===== config.mk =====
export PLATFORM = sky130hd
export DESIGN_NAME = l2_header_decoder
export DESIGN_NICKNAME = d
export VERILOG_FILES = /design/src/rtl/eth_l2_pkg.sv /design/src/rtl/l2_header_decoder.sv
export SDC_FILE = /design/constraint.sdc
export NUM_CORES = 1
export LEC_CHECK = 0
export BUFFER_PORTS_ARGS = -buffer_cell sky130_fd_sc_hd__buf_4
export CAP_MARGIN = 40
export CELL_PAD_IN_SITES_DETAIL_PLACEMENT = 1
export CELL_PAD_IN_SITES_GLOBAL_PLACEMENT = 1
export CORE_MARGIN = 4
export CORE_UTILIZATION = 31
export CTS_BUF_LIST = sky130_fd_sc_hd__clkbuf_16
export DETAILED_ROUTE_END_ITERATION = 16
export GPL_TIMING_DRIVEN = 0
export PLACE_DENSITY_LB_ADDON = 0.12
export SYNTH_ARGS = -nofsm -noshare
export SYNTH_HDL_FRONTEND = slang
export SYNTH_SLANG_ARGS = --single-unit
export TNS_END_PERCENT = 1

===== constraint.sdc =====
create_clock -name clk -period 2.7 [get_ports clk]
set_clock_uncertainty 0.2 [all_clocks]
set_input_delay 0.27 -clock clk [delete_from_list [all_inputs] [get_ports clk]]
set_output_delay 0.27 -clock clk [all_outputs]
set_load 0.01 [all_outputs]

===== src/rtl/eth_l2_pkg.sv =====
// eth_l2_pkg: shared L2 header constants, decoder state and metadata record, plus the field decode.
package eth_l2_pkg;
  localparam logic [15:0] TPID_8021Q       = 16'h8100;
  localparam logic [15:0] TPID_8021AD      = 16'h88A8;
  localparam logic [15:0] TPID_QINQ_LEGACY = 16'h9100;
  localparam logic [15:0] ETHERTYPE_MIN    = 16'h0600;
  localparam logic [4:0]  L2_LEN_UNTAGGED  = 5'd14;
  localparam logic [4:0]  L2_LEN_TAGGED    = 5'd18;
  typedef enum logic [1:0] {IDLE, DECODE, HOLD} l2dec_state_e;
  typedef struct packed {
    logic [47:0] dst_mac;
    logic [47:0] src_mac;
    logic        vlan_present;
    logic [15:0] vlan_tci;
    logic [15:0] ethertype;
    logic        is_length;
    logic        stacked_tag;
    logic [4:0]  l2_hdr_len;
    logic        is_broadcast;
    logic        is_multicast;
  } l2_meta_t;
  // Wire byte i sits at [i*8 +: 8]; byte 0 is the most significant octet of every field.
  function automatic l2_meta_t l2_decode(input logic [143:0] h);
    l2_meta_t m;
    logic [15:0] tpid;
    tpid = {h[96 +: 8], h[104 +: 8]};
    m.dst_mac = {h[0 +: 8], h[8 +: 8], h[16 +: 8], h[24 +: 8], h[32 +: 8], h[40 +: 8]};
    m.src_mac = {h[48 +: 8], h[56 +: 8], h[64 +: 8], h[72 +: 8], h[80 +: 8], h[88 +: 8]};
    m.vlan_present = tpid == TPID_8021Q;
    m.stacked_tag = tpid == TPID_8021AD || tpid == TPID_QINQ_LEGACY;
    m.vlan_tci = m.vlan_present ? {h[112 +: 8], h[120 +: 8]} : 16'h0;
    m.ethertype = m.vlan_present ? {h[128 +: 8], h[136 +: 8]} : tpid;
    m.is_length = m.ethertype < ETHERTYPE_MIN;
    m.l2_hdr_len = m.vlan_present ? L2_LEN_TAGGED : L2_LEN_UNTAGGED;
    m.is_broadcast = &m.dst_mac;
    m.is_multicast = h[0] & ~m.is_broadcast;
    return m;
  endfunction
endpackage


===== src/rtl/l2_header_decoder.sv =====
// l2_header_decoder: decodes a captured L2 header into one registered metadata record per frame.
module l2_header_decoder
  import eth_l2_pkg::*;
#(
  parameter int L2_HEADER_MAX_BYTES = 18,
  parameter int DROP_CNT_WIDTH      = 16
) (
  input  logic                             clk,
  input  logic                             rst_n,
  input  logic                             frame_start,
  input  logic [L2_HEADER_MAX_BYTES*8-1:0] header_bytes,
  input  logic                             header_valid,
  output logic [47:0]                      dst_mac,
  output logic [47:0]                      src_mac,
  output logic                             vlan_present,
  output logic [15:0]                      vlan_tci,
  output logic [15:0]                      ethertype,
  output logic                             is_length,
  output logic                             stacked_tag,
  output logic [4:0]                       l2_hdr_len,
  output logic                             is_broadcast,
  output logic                             is_multicast,
  output logic                             meta_valid,
  input  logic                             meta_ready,
  output logic [DROP_CNT_WIDTH-1:0]        drop_count
);
  l2dec_state_e state, state_nxt;
  logic hv_q, hdr_rise, latch, drop;
  logic [L2_HEADER_MAX_BYTES*8-1:0] hdr_r;
  l2_meta_t meta;
  if (L2_HEADER_MAX_BYTES < 18) begin : g_bad_size
    $error("L2_HEADER_MAX_BYTES must be at least 18");
  end
  assign hdr_rise = header_valid & ~hv_q;
  always_comb begin
    state_nxt = state;
    latch = 1'b0;
    drop = 1'b0;
    case (state)
      IDLE: begin
        latch = hdr_rise;
        state_nxt = hdr_rise ? DECODE : IDLE;
      end
      DECODE: begin
        drop = hdr_rise;
        state_nxt = HOLD;
      end
      HOLD: begin
        latch = hdr_rise & meta_ready;
        drop = hdr_rise & ~meta_ready;
        state_nxt = meta_ready ? (hdr_rise ? DECODE : IDLE) : HOLD;
      end
      default: state_nxt = IDLE;
    endcase
  end
  // frame_start clears the edge detector so the next header_valid high is seen as fresh.
  always_ff @(posedge clk or negedge rst_n) begin
    if (!rst_n) begin
      state <= IDLE;
      hv_q <= 1'b0;
      hdr_r <= '0;
      meta <= '0;
      drop_count <= '0;
    end else begin
      state <= state_nxt;
      hv_q <= header_valid & ~frame_start;
      if (latch) hdr_r <= header_bytes;
      if (state == DECODE) meta <= l2_decode(hdr_r[143:0]);
      if (drop && !(&drop_count)) drop_count <= drop_count + DROP_CNT_WIDTH'(1);
    end
  end
  assign meta_valid   = state == HOLD;
  assign dst_mac      = meta.dst_mac;
  assign src_mac      = meta.src_mac;
  assign vlan_present = meta.vlan_present;
  assign vlan_tci     = meta.vlan_tci;
  assign ethertype    = meta.ethertype;
  assign is_length    = meta.is_length;
  assign stacked_tag  = meta.stacked_tag;
  assign l2_hdr_len   = meta.l2_hdr_len;
  assign is_broadcast = meta.is_broadcast;
  assign is_multicast = meta.is_multicast;
endmodule


; Word-level counts from Yosys, hierarchy flattened
; Cells that the tools add are included.
[totals]
regBits = 301
out_inout_bits = 155
word_cells = 44
[op_classes]
addsub = 1
n_lt_le_gt_ge = 1
n_eq_ne = 5
muxes = 8
bitwise_logic = 9
n_reduce_logical = 6
[op_table]
columns = operator, n
row1 = $eq A16 B16 Y1 const B, 3
row2 = $reduce_and A48 Y1, 1
row3 = $mux W16, 2
row4 = $add A16 B1 Y16 const B, 1
row5 = $lt A16 B11 Y1 const B, 1
row6 = $reduce_and A16 Y1, 1
row7 = $pmux W2 S3, 1
row8 = $and A1 B1 Y1, 5
row9 = $mux W5, 1
row10 = $not A1 Y1, 4
row11 = $pmux W1 S2, 2
row12 = $eq A2 B1 Y1 const B, 1
row13 = $eq A2 B2 Y1 const B, 1
row14 = $logic_not A2 Y1, 1
row15 = $mux W2, 1
row16 = $logic_and A1 B1 Y1, 1
row17 = $logic_not A1 Y1, 1
row18 = $logic_or A1 B1 Y1, 1
row19 = $mux W1, 1

; Depth between registers and ports, before layout
; Gate-level depths: netlist of the first run.
[depth]
word_depth = 5
depth_mapped = 8
ltp_nobuf = 7

; Least setup slack after synthesis of the first run
; OpenSTA, ideal clock, no wires.
[synth_timing]
kind = reg2reg
start = reg state[0]
end = reg drop_count[1]
setup_ps = 125
t_arrival_ps = 1848
required_time_ps = 2375
path_slack_ps = 528
stages_incl_launch_ff = 7
n_path_buf = 0
synth_period_minus_slack_ps = 2172
path_cell_list = dfrtp_1 > inv_1 > ha_1 > nor2b_1 > o21ai_0 > a31oi_1 > mux2_2
[synth_between]
elab_chain_len = 3
[synth_rtl]
columns = element, line
row1 = from (decl), l2_header_decoder.sv:27  ; l2dec_state_e state, state_nxt;
row2 = from (signal assigned), l2_header_decoder.sv:65  ; state <= state_nxt;
row3 = $eq A2 B2 Y1, n/a
row4 = via meta_valid, l2_header_decoder.sv:23  ; output logic meta_valid,
row5 = $pmux W1 S2, l2_header_decoder.sv:39  ; case (state)
row6 = $logic_and A1 B1 Y1, l2_header_decoder.sv:69  ; if (drop && !(&drop_count)) drop_count <= drop_count + DROP_CNT_WIDTH'(1);
row7 = to (signal assigned), l2_header_decoder.sv:69
row8 = to (decl), l2_header_decoder.sv:25  ; output logic [DROP_CNT_WIDTH-1:0] drop_count
; The timed path passes the listed nets, and every way through them passes these cells.
; A chain may end at the register's enable or synchronous reset.

; Worst setup path in the final report of the first run
[layout_timing]
start = reg state[0]
end = reg hdr_r[135]
[layout_between]
elab_chain_len = 2
[layout_rtl]
columns = element, line
row1 = $eq A2 B2 Y1 / $logic_not A2 Y1 (equally long branches), l2_header_decoder.sv:39
row2 = $pmux W1 S2 *, l2_header_decoder.sv:39
row3 = to (signal assigned), l2_header_decoder.sv:67  ; if (latch) hdr_r <= header_bytes;
row4 = to (decl), l2_header_decoder.sv:29  ; logic [L2_HEADER_MAX_BYTES*8-1:0] hdr_r;
; Mark *: on every way between the ends. The rest lies on a longest branch, timed or not.

==> results of run 1 <==
-- metal layers --
layer	vias to the layer above	GRT usage, %	share of wire (%)
met3	56	4.59	5.7
met2	206	27.1	47
met1	4137	22.1	45
met5	-	0	0
li1	3772	-	-
met4	0	4.54	2.4
-- synth_stat cells (all sizes together) (2+ instances only) --
library cell | n | area share (%)
mux2 | 242 | 24
and3 | 4 | 0.23
nor3 | 3 | 0.13
nand4 | 21 | 1.1
nor4 | 5 | 0.27
clkbuf | 5 | 0.16
dfrtp | 298 | 64
ha | 5 | 0.54
xnor2 | 10 | 0.76
nand2 | 7 | 0.23
nor2b | 3 | 0.16
nor4b | 2 | 0.15
xor2 | 4 | 0.30
a31oi | 2 | 0.11
o2111ai | 2 | 0.30
nor2 | 24 | 0.78
nor3b | 2 | 0.13
mux2i | 2 | 0.17
and4 | 2 | 0.17
o21ai | 19 | 0.82
a21oi | 32 | 1.4
nand3 | 21 | 0.91
inv | 23 | 0.75
o22ai | 3 | 0.16
buf | 37 | 1.7
-- power by group --
group	switching, W	internal [W]	total, W	leakage (nW)
clock network	0.00179	0.00244	0.00423	0.533
registers	0.00125	0.00651	0.00776	3.56
logic	0.00256	0.00347	0.00603	3.55
-- critical path, delay by kind of cell, from the launching register on --
kind            cells  cell delay, ns
simple gates        1            0.30
fa+ha+maj           1            0.22
flops               1            0.41
buf+inv             3            0.80
compound gates      1            0.08
mux                 1            0.37
-- how the worst min path moves through the flow --
stage	startpoint	endpoint	slack (ns)	cells after the start
after floorplan	rst_n	drop_count[0]	-0.23	0
final	meta_ready	state[1]	0.04	3
after global routing	meta_ready	state[1]	0.04	3
after CTS	meta_ready	state[1]	0.005	3
after global placement	frame_start	hv_q	0.22	2
after detailed placement	rst_n	dst_mac[36]	-0.11	1
-- stage by stage --
step | power (W) | instances | hold WS, ns
finish | 0.0180 | 1766 | 0.0402
CTS | 0.0184 | 1766 | 0.00462
global route | 0.0193 | 1766 | 0.0389
detailed placement | 0.0138 | 1560 | -0.110
global placement | 0.0136 | 1557 | 0.223
floorplan | 0.0109 | 787 | -0.226
-- layout make-up --
cell class                 count  area (um^2)  area share (%)
buffer                        42          229            1.34
clock buffer                  37          926            5.44
clock inverter                21         82.6           0.485
inverter                      23         86.3           0.507
multi-input combinational    424         3820            22.5
sequential                   298         7460            43.8
tap                          468          586            3.44
timing repair buffer         453         3840            22.5
-- cell families after synthesis --
kind of cell,share of synthesized area (%)
buffers and inverters,2.61
AND/OR/NAND/NOR,4.64
XOR/XNOR,1.06
flip-flops,64.4
multiplexers,23.7
AO/OA/AOI/OAI,3.04
other,0.0324
adder cells (fa/ha/maj),0.540
-- timing repair --
action                                 4_1_cts  5_1_grt
endpoints found under the hold margin      258        0
pin swaps                                    0        0
setup endpoints to repair                  110      132
resized for setup                            2        5
hold buffers                               148        0
-- state kept, by name, summed over array words and instances, names as in the netlist --
register	flops
stacked_tag	1
is_broadcast	1
ethertype	16
l2_hdr_len	3
vlan_tci	16
dst_mac	48
is_length	1
hdr_r	144
state	2
hv_q	1
src_mac	48
is_multicast	1
drop_count	16
==> results.md, run 1 <==
Layout:
- From synthesis to final layout, the design area changed by 47.0%.
- In the layout the commonest cells are buf_4, dfrtp_1, mux2_2.
- The library cell used most frequently in the layout, excluding fill and tap cells, is buf_4.
- Counting the fill cells in the layout gives 3759.
- The share of the core filled with cells in the final layout is approximately 46%.
- Of the cells placed in the final design, the portion with a size suffix greater than 1 is 47.9%.
- The net count reported at finish is ~1.4k.
- The number of antenna cells inserted is 0.
- The final instance area is around 17000 um^2.

Synth:
- The number of distinct standard cells referenced by the synthesized netlist is 40.
- The number of synthesized flops with an enable pin is 0.
- The number of storage elements in the synthesis netlist is 298.
- The Yosys warning count is 0.
- The average cell area after synthesis is 14.7 um^2.
- The synthesized netlist occupies a cell area of 11600 um^2.
- The fraction of registers with async set or reset after synthesis is 100%.
- The prevailing post-synth register cell is dfrtp_1.
- Of the synthesized area, sequential elements account for 64.4%.
- The post-synth net total is 941.
- Synthesis produced a netlist whose cell count is just under 800.

Power and ir drop:
- The total power density per cell area is 1060 nW/um^2.
- The leakage power is 7.64 nW.
- The worst ir drop on vdd is 583 uV.

Setup path:
- The number of cells on the worst reg-to-reg path is 7.
- The critical path in this run is classified as reg -> reg.
- For the worst setup path, the data arrival time is 2.70 ns.
- The kind of end point of the critical path is a flip-flop.
- The destination of the worst register-to-register timing path is hdr_r[135].
- The launching element type of the critical path is a flip-flop.
- Walking the worst path, the cells encountered are inv_1, ha_1, a21oi_1, nor3b_1, clkbuf_4, buf_2, mux2_2.
- The startpoint of the worst-slack reg-to-reg timing path is state[0].
- Along the worst path, the maximum fanout reaches 10.
- The critical path ends at hdr_r[135].
- The master of the slowest instance on the critical path is dfrtp_1.
- On the worst path, the slowest cell contributes a delay of 0.41 ns.
- The critical path launch point is state[0].
- STA puts the critical path data required time at 2.88 ns.
- The reg2reg setup slack is 0.19 ns.

Die:
- In this run the vertical extent of the chip is 201 um.
- The overall die width is 201 um.
- The area of the core is 36700 um^2.
- The die covers 40500 um^2.
- The number of rows created at floorplan is 70.
- The number of top-level design ports is 304.
- The initial cell density of the core is 31.6%.

Placement:
- The last weighted congestion value of the routability-driven placer is 0.729.
- The number of buffers inserted by port buffering is between 300 and 400.
- The placed instances occupy a cell area of approximately 15000 um^2.
- The worst setup slack after placement is -0.247 ns.
- The post-detailed-placement half-perimeter wirelength is between 20 and 25 mm.

Drt:
- After detailed routing, the number of remaining DRC violations is 0.
- The antenna violation net count after detailed routing is 0.
- The initial DRC count is 192.
- The ratio of routed vias to standard cells is 4.63.
- The first detailed-routing pass took 4 iterations.
- The routed layout has 8171 vias.
- Dividing the detail-routed wire length by the instance count gives around 19 um.
- For this block, the routed nets add up to 34.0 mm of wire.

Timing:
- Adding up every negative setup slack in the final design gives 0 ns.
- The max-slew violation count came to 0.
- Setup repair after global routing left no endpoint under its margin.
- At the pin with the least slew margin, the transition time is 0.796 ns.
- The total of endpoints with negative setup slack in the final report is 0.
- The final critical path takes up 93.0% of the cycle.
- Derived from the worst setup path, the maximum achievable clock frequency is 0.398 GHz.
- In this run the tightest slew margin relative to its limit is approximately 47%.
- Subtracting the final worst setup slack from the clock period gives approximately 2.5 ns.
- The worst setup margin is 0.190 ns.
- The number of endpoints with negative hold slack in the final report is 0.

Run status:
- The run finished with clean final reports.

Global routing:
- The initial antenna violation count came to 0.
- Entering global routing, the biggest net connects 114 pins.
- The first-pass GRT wire length is roughly 54 mm.
- Summed over all layers, the global routing overflow is 0.
- Global routing consumed, over all layers together, roughly 17% of the routing resources.
- The via count of the first global-routing pass is 9127.

CTS:
- The number of buffers created by CTS is 36.
- In this run the post-CTS setup repair buffer count came out at 0.
- The clock tree from TritonCTS is yes.
- The master cell of the clock root buffer is clkbuf_16.
- For this design, the sink count on the clock tree is around 300.
- The buffer depth of the longest clock path is 3.
- The H-tree generated during clock tree synthesis spans 2 levels.
- The clock-pin slew on the worst setup and hold paths is approximately 0.06 ns.
- The clock latency reported for the late side of the worst-skew pair is about 0.50 ns.

Job:
- The number of max-cap violations is 0.

Worst hold path:
- The type of the tightest min-delay check is in -> reg.
Power figures use the tool's default switching activity.
==> inputs of run 2 (changes only) <==
==> constraint.sdc (replaced) <==
create_clock -name clk -period 2.5 [get_ports clk]
set_clock_uncertainty 0.2 [all_clocks]
set_input_delay 0.25 -clock clk [delete_from_list [all_inputs] [get_ports clk]]
set_output_delay 0.25 -clock clk [all_outputs]
set_load 0.01 [all_outputs]
==> results.md, run 2 (synthesis gave the netlist of run 1 again) <==
Drt:
- The antenna violation net count after detailed routing came to 0 (unchanged).
- The number of vias in the routed layout came to 8180 (+0.11%).
- The detailed-routing iteration count for the pre-antenna-repair pass is 4 (unchanged).
- The post-detailed-routing wire length is 33.9 mm (-0.41%).
- The remaining design rule violation count was 0 (unchanged).
- The average routed wire per standard cell is 19.2 um (-0.46%).
- The initial DRC count is 226 (+18%).
- The ratio of routed vias to standard cells came to 4.63 (about the same).

Setup path:
- The startpoint of the worst-slack reg-to-reg timing path is state[1].
- The data arrival time at the worst-slack endpoint is 2.52 ns (-0.18 ns).
- The data required time at the worst endpoint is 2.68 ns (-0.20 ns).
- The launching element type of the critical path is a flip-flop.
- The reg2reg setup slack is 0.17 ns (-0.02 ns).
- The worst setup path is captured at a flip-flop.
- The critical setup path kind is reg -> reg.
- The category of cells accounting for the largest share of critical-path delay is buffers and inverters.
- The most numerous cell type found on the critical path is buf_2.
- Walking the worst path, the cells encountered are inv_1, ha_1, buf_2, clkbuf_4, buf_2, mux2_2.
- The destination of the worst register-to-register timing path is dst_mac[23].
- The stage delay of the slowest cell on the critical path is 0.40 ns (about the same).
- The critical-path maximum fanout is 10 (unchanged).
- The master of the slowest instance on the critical path is dfrtp_1.
- The critical path buffer and inverter count came to 4 (+1).
- The number of cell instances on the worst register-to-register path is 6 (-1).

Global routing:
- The initial antenna violation count came to 0 (unchanged).
- The met2 demand-to-capacity share in global routing was 27.0% (-0.048 points).
- The leftover overflow at the end of global routing is 0 (unchanged).
- The first-pass GRT wire length is 54.1 mm (about the same).
- The pin count of the biggest net entering global routing is 114 (unchanged).
- The fraction of met1 tracks used by global routing was 22.1% (about the same).
- The met3 capacity usage during global routing came to 4.59% (unchanged).
- The overall routing resource usage is 16.6% (-0.017 points).
- The via count of the first global-routing pass came to 9136 (+0.099%).
- The most congested layer reported by global routing is met2.

CTS:
- The clock-pin slew on the worst setup and hold paths is 0.06 ns (about the same).
- The master cell of the clock root buffer is clkbuf_16.
- The H-tree level count is 2 (unchanged).
- TritonCTS built the clock tree.
- The clock latency reported for the late side of the worst-skew pair is 0.51 ns (about the same).
- The buffer depth of the longest clock path is 3 (unchanged).
- The buffers inserted during post-CTS setup optimization was 0 (unchanged).
- The clock sink total came to 298 (unchanged).
- The number of buffers created by CTS is 36 (unchanged).

Placement:
- The post-detailed-placement half-perimeter wirelength is 23.7 mm (unchanged).
- The last weighted congestion value of the routability-driven placer is 0.729 (unchanged).
- The cell count after placement is 1560 (unchanged).
- The cell area after placement is 14500 um^2 (unchanged).
- The number of buffers inserted by port buffering is 302 (unchanged).

Timing:
- Setup repair after global routing left no endpoint under its margin.
- The highest achievable clock rate is 0.429 GHz (+7.6%).
- The transition time at the pin with the least slew margin is 0.695 ns (-0.101 ns).
- The max-slew violation count is 0 (unchanged).
- The final worst hold slack is 0.171 ns (+0.131 ns).
- The period utilization is 93.3% (+0.36 points).
- The max-slew headroom at the worst pin was 53.3% (+6.3 points).
- The number of endpoints with negative hold slack in the final report came to 0 (unchanged).
- The final period demand of the worst path came to 2.33 ns (-0.177 ns).
- The total of endpoints with negative setup slack in the final report was 0 (unchanged).

Layout:
- The flip-flop count of the largest register after layout was 144 (unchanged).
- The share of the core filled with cells in the final layout was 46.6% (+0.16 points).
- The number of standard cells in the final layout excluding fillers is 1767 (+0.057%).
- Leaving out fill and tap cells, the most frequent cells in the layout are buf_4, dfrtp_1, mux2_2.
- The fraction of final layout cells sized beyond drive strength 1 is 48.4% (+0.50 points).
- The net count reported at finish came to 1433 (+0.070%).
- Ranked by flip-flop count, first place goes to hdr_r.
- Relative to the synthesized area, the layout overhead comes to 47.5%.
- The most common library cell in the layout ignoring fill and taps is buf_4.
- The final instance area is 17100 um^2 (+0.35%).
- The number of antenna cells inserted is 0 (unchanged).
- The filler cell count in the final layout is 3754 (-0.13%).

Power and ir drop:
- The total power density per cell area is 1140 nW/um^2 (+7.8%).
- The leakage power is 7.67 nW (+0.38%).
- The sum of internal, switching and leakage power came to 0.0195 W (+8.2%).
- The worst ir drop on vdd is 630 uV (+8.0%).

Worst hold path:
- In this run the worst hold path is classified as in -> async.

Die:
- The height of the chip came to 201 um (unchanged).
- The initial cell density of the core is 31.6% (unchanged).
- The number of rows created at floorplan is 70 (unchanged).
- The number of top-level design ports came to 304 (unchanged).
- The area of the core is 36700 um^2 (unchanged).
- The overall die width is 201 um (unchanged).
- The floorplan die area is 40500 um^2 (unchanged).

Run status:
- The run finished with clean final reports.

Job:
- The number of max-cap violations was 0 (unchanged).
==> run 2: changes by cell type in the layout (fill, tap and decap cells not counted), sizes merged <==
cell / delta
buf: -2
dlygate4sd3: +1
clkbuf: +2
==> run 2: per-layer routing <==
metal	vias to the layer above	routed length [um]
met1	4144	15100
li1	3772	-
met4	0	843
met3	57	1950
met5	-	0
met2	207	16000
==> run 2: worst reg2reg max path: cells and delay by family, from the launching register on <==
family / cells / cell delay (ns)
buffers and inverters: 4 / 1.01
DFF: 1 / 0.40
muxes: 1 / 0.38
adders and majority gates: 1 / 0.22
==> run 2: final cells by class <==
type	count	area, um^2	share of cell area (%)
multi-input combinational	424	3850	22.5
sequential	298	7460	43.6
tap	468	586	3.43
clock buffer	37	926	5.42
buffer	42	256	1.50
clock inverter	21	82.6	0.483
inverter	23	86.3	0.505
timing repair buffer	454	3850	22.5
==> run 2: where the power goes <==
group / switching (W) / internal, W / leakage [nW]
Sequential: 0.00135 / 0.00703 / 3.56
Clock: 0.00193 / 0.00264 / 0.533
Combinational: 0.00277 / 0.00379 / 3.58
==> run 2: how the worst max path moves through the flow <==
| stage | start | to | cells past startpoint | slack, ns |
|---|---|---|---|---|
| CTS | state[0] | hdr_r[140] | 7 | 0.002 |
| finish | state[1] | dst_mac[23] | 6 | 0.17 |
| global placement | rst_n | src_mac[19] | 1 | -1.94 |
| floorplan | state[0] | drop_count[1] | 6 | 0.33 |
| global route | state[1] | ethertype[5] | 7 | 0.01 |
| detailed placement | state[0] | hdr_r[139] | 7 | -0.45 |
==> run 2: what timing repair did <==
action                     in CTS  in global routing
hold endpoints to repair      259                  0
hold buffers                  149                  0
resized for setup              11                 13
setup endpoints to repair     147                184
==> run 2: through the flow <==
step,setup WS (ns),setup TNS [ns]
floorplan,0.328,0
global placement,-1.94,-609.62
detailed placement,-0.447,-45.78
CTS,0.00239,0
global route,0.0134,0
finish,0.167,0
==> inputs of run 3 (changes only) <==
==> constraint.sdc (replaced) <==
create_clock -name clk -period 2.4 [get_ports clk]
set_clock_uncertainty 0.2 [all_clocks]
set_input_delay 0.24 -clock clk [delete_from_list [all_inputs] [get_ports clk]]
set_output_delay 0.24 -clock clk [all_outputs]
set_load 0.01 [all_outputs]
==> results.md, run 3 (synthesis gave the netlist of run 1 again) <==
CTS:
- The clock latency reported for the late side of the worst-skew pair is 0.50 ns (about the same).
- The number of buffers created by CTS is 36 (unchanged).
- The clock-pin slew on the worst setup and hold paths came to 0.05 ns (about the same).
- The buffer depth of the longest clock path came to 3 (unchanged).
- The clock sink total is 298 (unchanged).
- TritonCTS built the clock tree.
- The tree is rooted in a clkbuf_16.
- The H-tree level count is 2 (unchanged).

Setup path:
- The number of cell instances on the worst register-to-register path was 7 (+1).
- Traced cell by cell, the critical path runs through inv_1, ha_1, a21oi_1, nor3b_2, clkbuf_8, buf_2, mux2_2.
- The critical path buffer and inverter count was 3 (-1).
- The data required time at the worst endpoint is 2.59 ns (-0.09 ns).
- The kind of end point of the critical path is a flip-flop.
- The critical-path maximum fanout is 10 (unchanged).
- The reg2reg setup slack is 0.1 ns (-0.07 ns).
- The worst setup path is launched from a flip-flop.
- The destination of the worst register-to-register timing path is hdr_r[63].
- The startpoint of the worst-slack reg-to-reg timing path is state[0].
- The cell family contributing the most delay on the critical path is buffers and inverters.
- The stage delay of the slowest cell on the critical path is 0.41 ns (about the same).
- The master of the slowest instance on the critical path is dfrtp_1.
- The data arrival time at the worst-slack endpoint is 2.49 ns (-0.03 ns).
- The critical setup path kind is reg -> reg.

Layout:
- The final instance area is 17100 um^2 (+0.21%).
- The share of the core filled with cells in the final layout came to 46.7% (+0.099 points).
- The net count reported at finish is 1434 (+0.070%).
- Leaving out fill and tap cells, the most frequent cell in the layout is buf_4.
- Relative to the synthesized area, the layout overhead comes to 47.8%.
- The number of standard cells in the final layout excluding fillers is 1768 (+0.057%).
- The flip-flop count of the largest register after layout is 144 (unchanged).
- The number of antenna cells inserted is 0 (unchanged).
- In the layout the commonest cells are buf_4, dfrtp_1, mux2_2.
- The fraction of final layout cells sized beyond drive strength 1 is 48.8% (+0.42 points).
- The register bank with the most flops is hdr_r.

Die:
- The initial cell density of the core came to 31.6% (unchanged).
- The height of the chip is 201 um (unchanged).
- The overall die width is 201 um (unchanged).
- The number of rows created at floorplan is 70 (unchanged).
- The floorplan die area came to 40500 um^2 (unchanged).
- The number of top-level design ports is 304 (unchanged).
- The area of the core came to 36700 um^2 (unchanged).

Drt:
- The met1 wire length was 15.0 mm (-0.64%).
- The detailed-routing iteration count for the pre-antenna-repair pass is 4 (unchanged).
- The initial DRC count is 239 (+5.8%).
- The average routed wire per standard cell was 19.2 um (about the same).
- The met3 wire length is 1.94 mm (-0.26%).
- The antenna violation net count after detailed routing is 0 (unchanged).
- The met2 layer wire length in the routed design was 16.2 mm (+0.94%).
- The number of vias in the routed layout is 8149 (-0.38%).
- The ratio of routed vias to standard cells came to 4.61 (-0.44%).
- The post-detailed-routing wire length was 33.9 mm (about the same).
- The remaining design rule violation count came to 0 (unchanged).
- The highest metal layer with signal wires is met4.

Run status:
- The flow ran to the end, and the final reports show no timing, DRC or antenna violations.

Power and ir drop:
- The leakage power is 7.69 nW (+0.23%).
- The sequential power share is 42.9% (about the same).
- The share of power burned in combinational logic came to 33.7% (about the same).
- The total net switching power is 0.00630 W (+4.2%).
- The worst ir drop on vdd was 656 uV (+4.1%).
- The total power density per cell area is 1190 nW/um^2 (+4.1%).
- The switching share of power is 31.0% (-0.049 points).
- The internal power component is 0.0140 W (+4.4%).
- The relative contribution of the clock network to total power is 23.4% (about the same).

Timing:
- The worst setup margin is 0.0978 ns (-0.0689 ns).
- The number of endpoints with negative hold slack in the final report is 0 (unchanged).
- The total of endpoints with negative setup slack in the final report was 0 (unchanged).
- Setup repair after global routing could not meet its margin everywhere.
- The highest achievable clock rate came to 0.434 GHz (+1.4%).
- The max-slew headroom at the worst pin is 55.9% (+2.7 points).
- The transition time at the pin with the least slew margin is 0.655 ns (-0.0401 ns).
- The period utilization is 95.9% (+2.6 points).
- The max-slew violation count is 0 (unchanged).
- The final period demand of the worst path is 2.30 ns (-0.0311 ns).

Global routing:
- The pin count of the biggest net entering global routing came to 114 (unchanged).
- The overall routing resource usage is 16.6% (unchanged).
- The via count of the first global-routing pass is 9139 (+0.033%).
- The first-pass GRT wire length is 54.2 mm (about the same).
- The leftover overflow at the end of global routing is 0 (unchanged).
- The initial antenna violation count is 0 (unchanged).

Worst hold path:
- The path class of the tightest hold or removal check is in -> async.

Placement:
- The cell area after placement is 14500 um^2 (unchanged).
- The post-detailed-placement half-perimeter wirelength was 23.7 mm (unchanged).
- The worst setup slack after placement came to -0.547 ns (-0.100 ns).
- The cell count after placement came to 1560 (unchanged).
- The number of buffers inserted by port buffering is 302 (unchanged).
- The last weighted congestion value of the routability-driven placer was 0.729 (unchanged).

Job:
- The number of max-cap violations came to 0 (unchanged).
[run 3: changes by cell type in the layout (fill, tap and decap cells not counted)]
cell | previous run | this run
nor2b_1 | 3 | 2
nor3_1 | 3 | 2
clkbuf_4 | 2 | 5
buf_2 | 12 | 7
nor3_2 | 0 | 1
buf_1 | 6 | 3
nor2b_2 | 0 | 1
clkbuf_2 | 5 | 6
buf_4 | 313 | 318
[run 3: area by class of cell]
cell class	count	area (um^2)
fillers	3747	19600
flip-flops and latches	298	7460
repair buffers	455	3860
multi-input cells	424	3850
clock buffers	37	926
well taps	468	586
plain buffers	42	278
inverters	23	86.3
clock inverters	21	82.6
[run 3: power by group through the flow]
stage / Combinational, W / Clock, W / Sequential (W)
2_1_floorplan: 0.00334 / 0 / 0.00890
3_3_place_gp: 0.00658 / 0 / 0.00875
3_5_place_dp: 0.00671 / 0 / 0.00883
4_1_cts: 0.00700 / 0.00496 / 0.00876
5_1_grt: 0.00748 / 0.00520 / 0.00906
6_report: 0.00685 / 0.00476 / 0.00873
[run 3: worst min-delay path, delay by kind of cell]
family                 cells  cell delay [ns]
buffers and inverters      3             1.07
[run 3: metrics by stage]
stage / total power (W) / TNS, ns / hold WS [ns]
floorplan: 0.0122 / 0 / -0.256
global placement: 0.0153 / -651.53 / 0.193
detailed placement: 0.0155 / -61.20 / -0.140
CTS: 0.0207 / 0 / 0.186
global route: 0.0217 / -0.00110 / 0.226
finish: 0.0204 / 0 / 0.163
[run 3: worst max-delay path by stage]
| stage | startpoint | end | slack, ns | cells past startpoint |
|---|---|---|---|---|
| after CTS | state[0] | drop_count[13] | 0.03 | 7 |
| after detailed placement | state[0] | hdr_r[139] | -0.55 | 7 |
| after global placement | rst_n | src_mac[19] | -2.03 | 1 |
| final | state[0] | hdr_r[63] | 0.1 | 7 |
| after floorplan | state[0] | drop_count[1] | 0.23 | 6 |
| after global routing | state[1] | src_mac[14] | -0.0009 | 5 |
[run 3: per-layer routing]
layer	global-route usage (%)	vias up
met4	4.54	0
met3	4.59	53
li1	-	3774
met2	27.1	203
met5	0	-
met1	21.9	4119
[run 3: repair_timing]
action                     in CTS  in global routing
setup endpoints to repair     202                 89
buffers inserted                1                  0
hold buffers                  149                  0
pin swaps                       0                  0
hold endpoints to repair      259                  0
resized for setup              19                 16
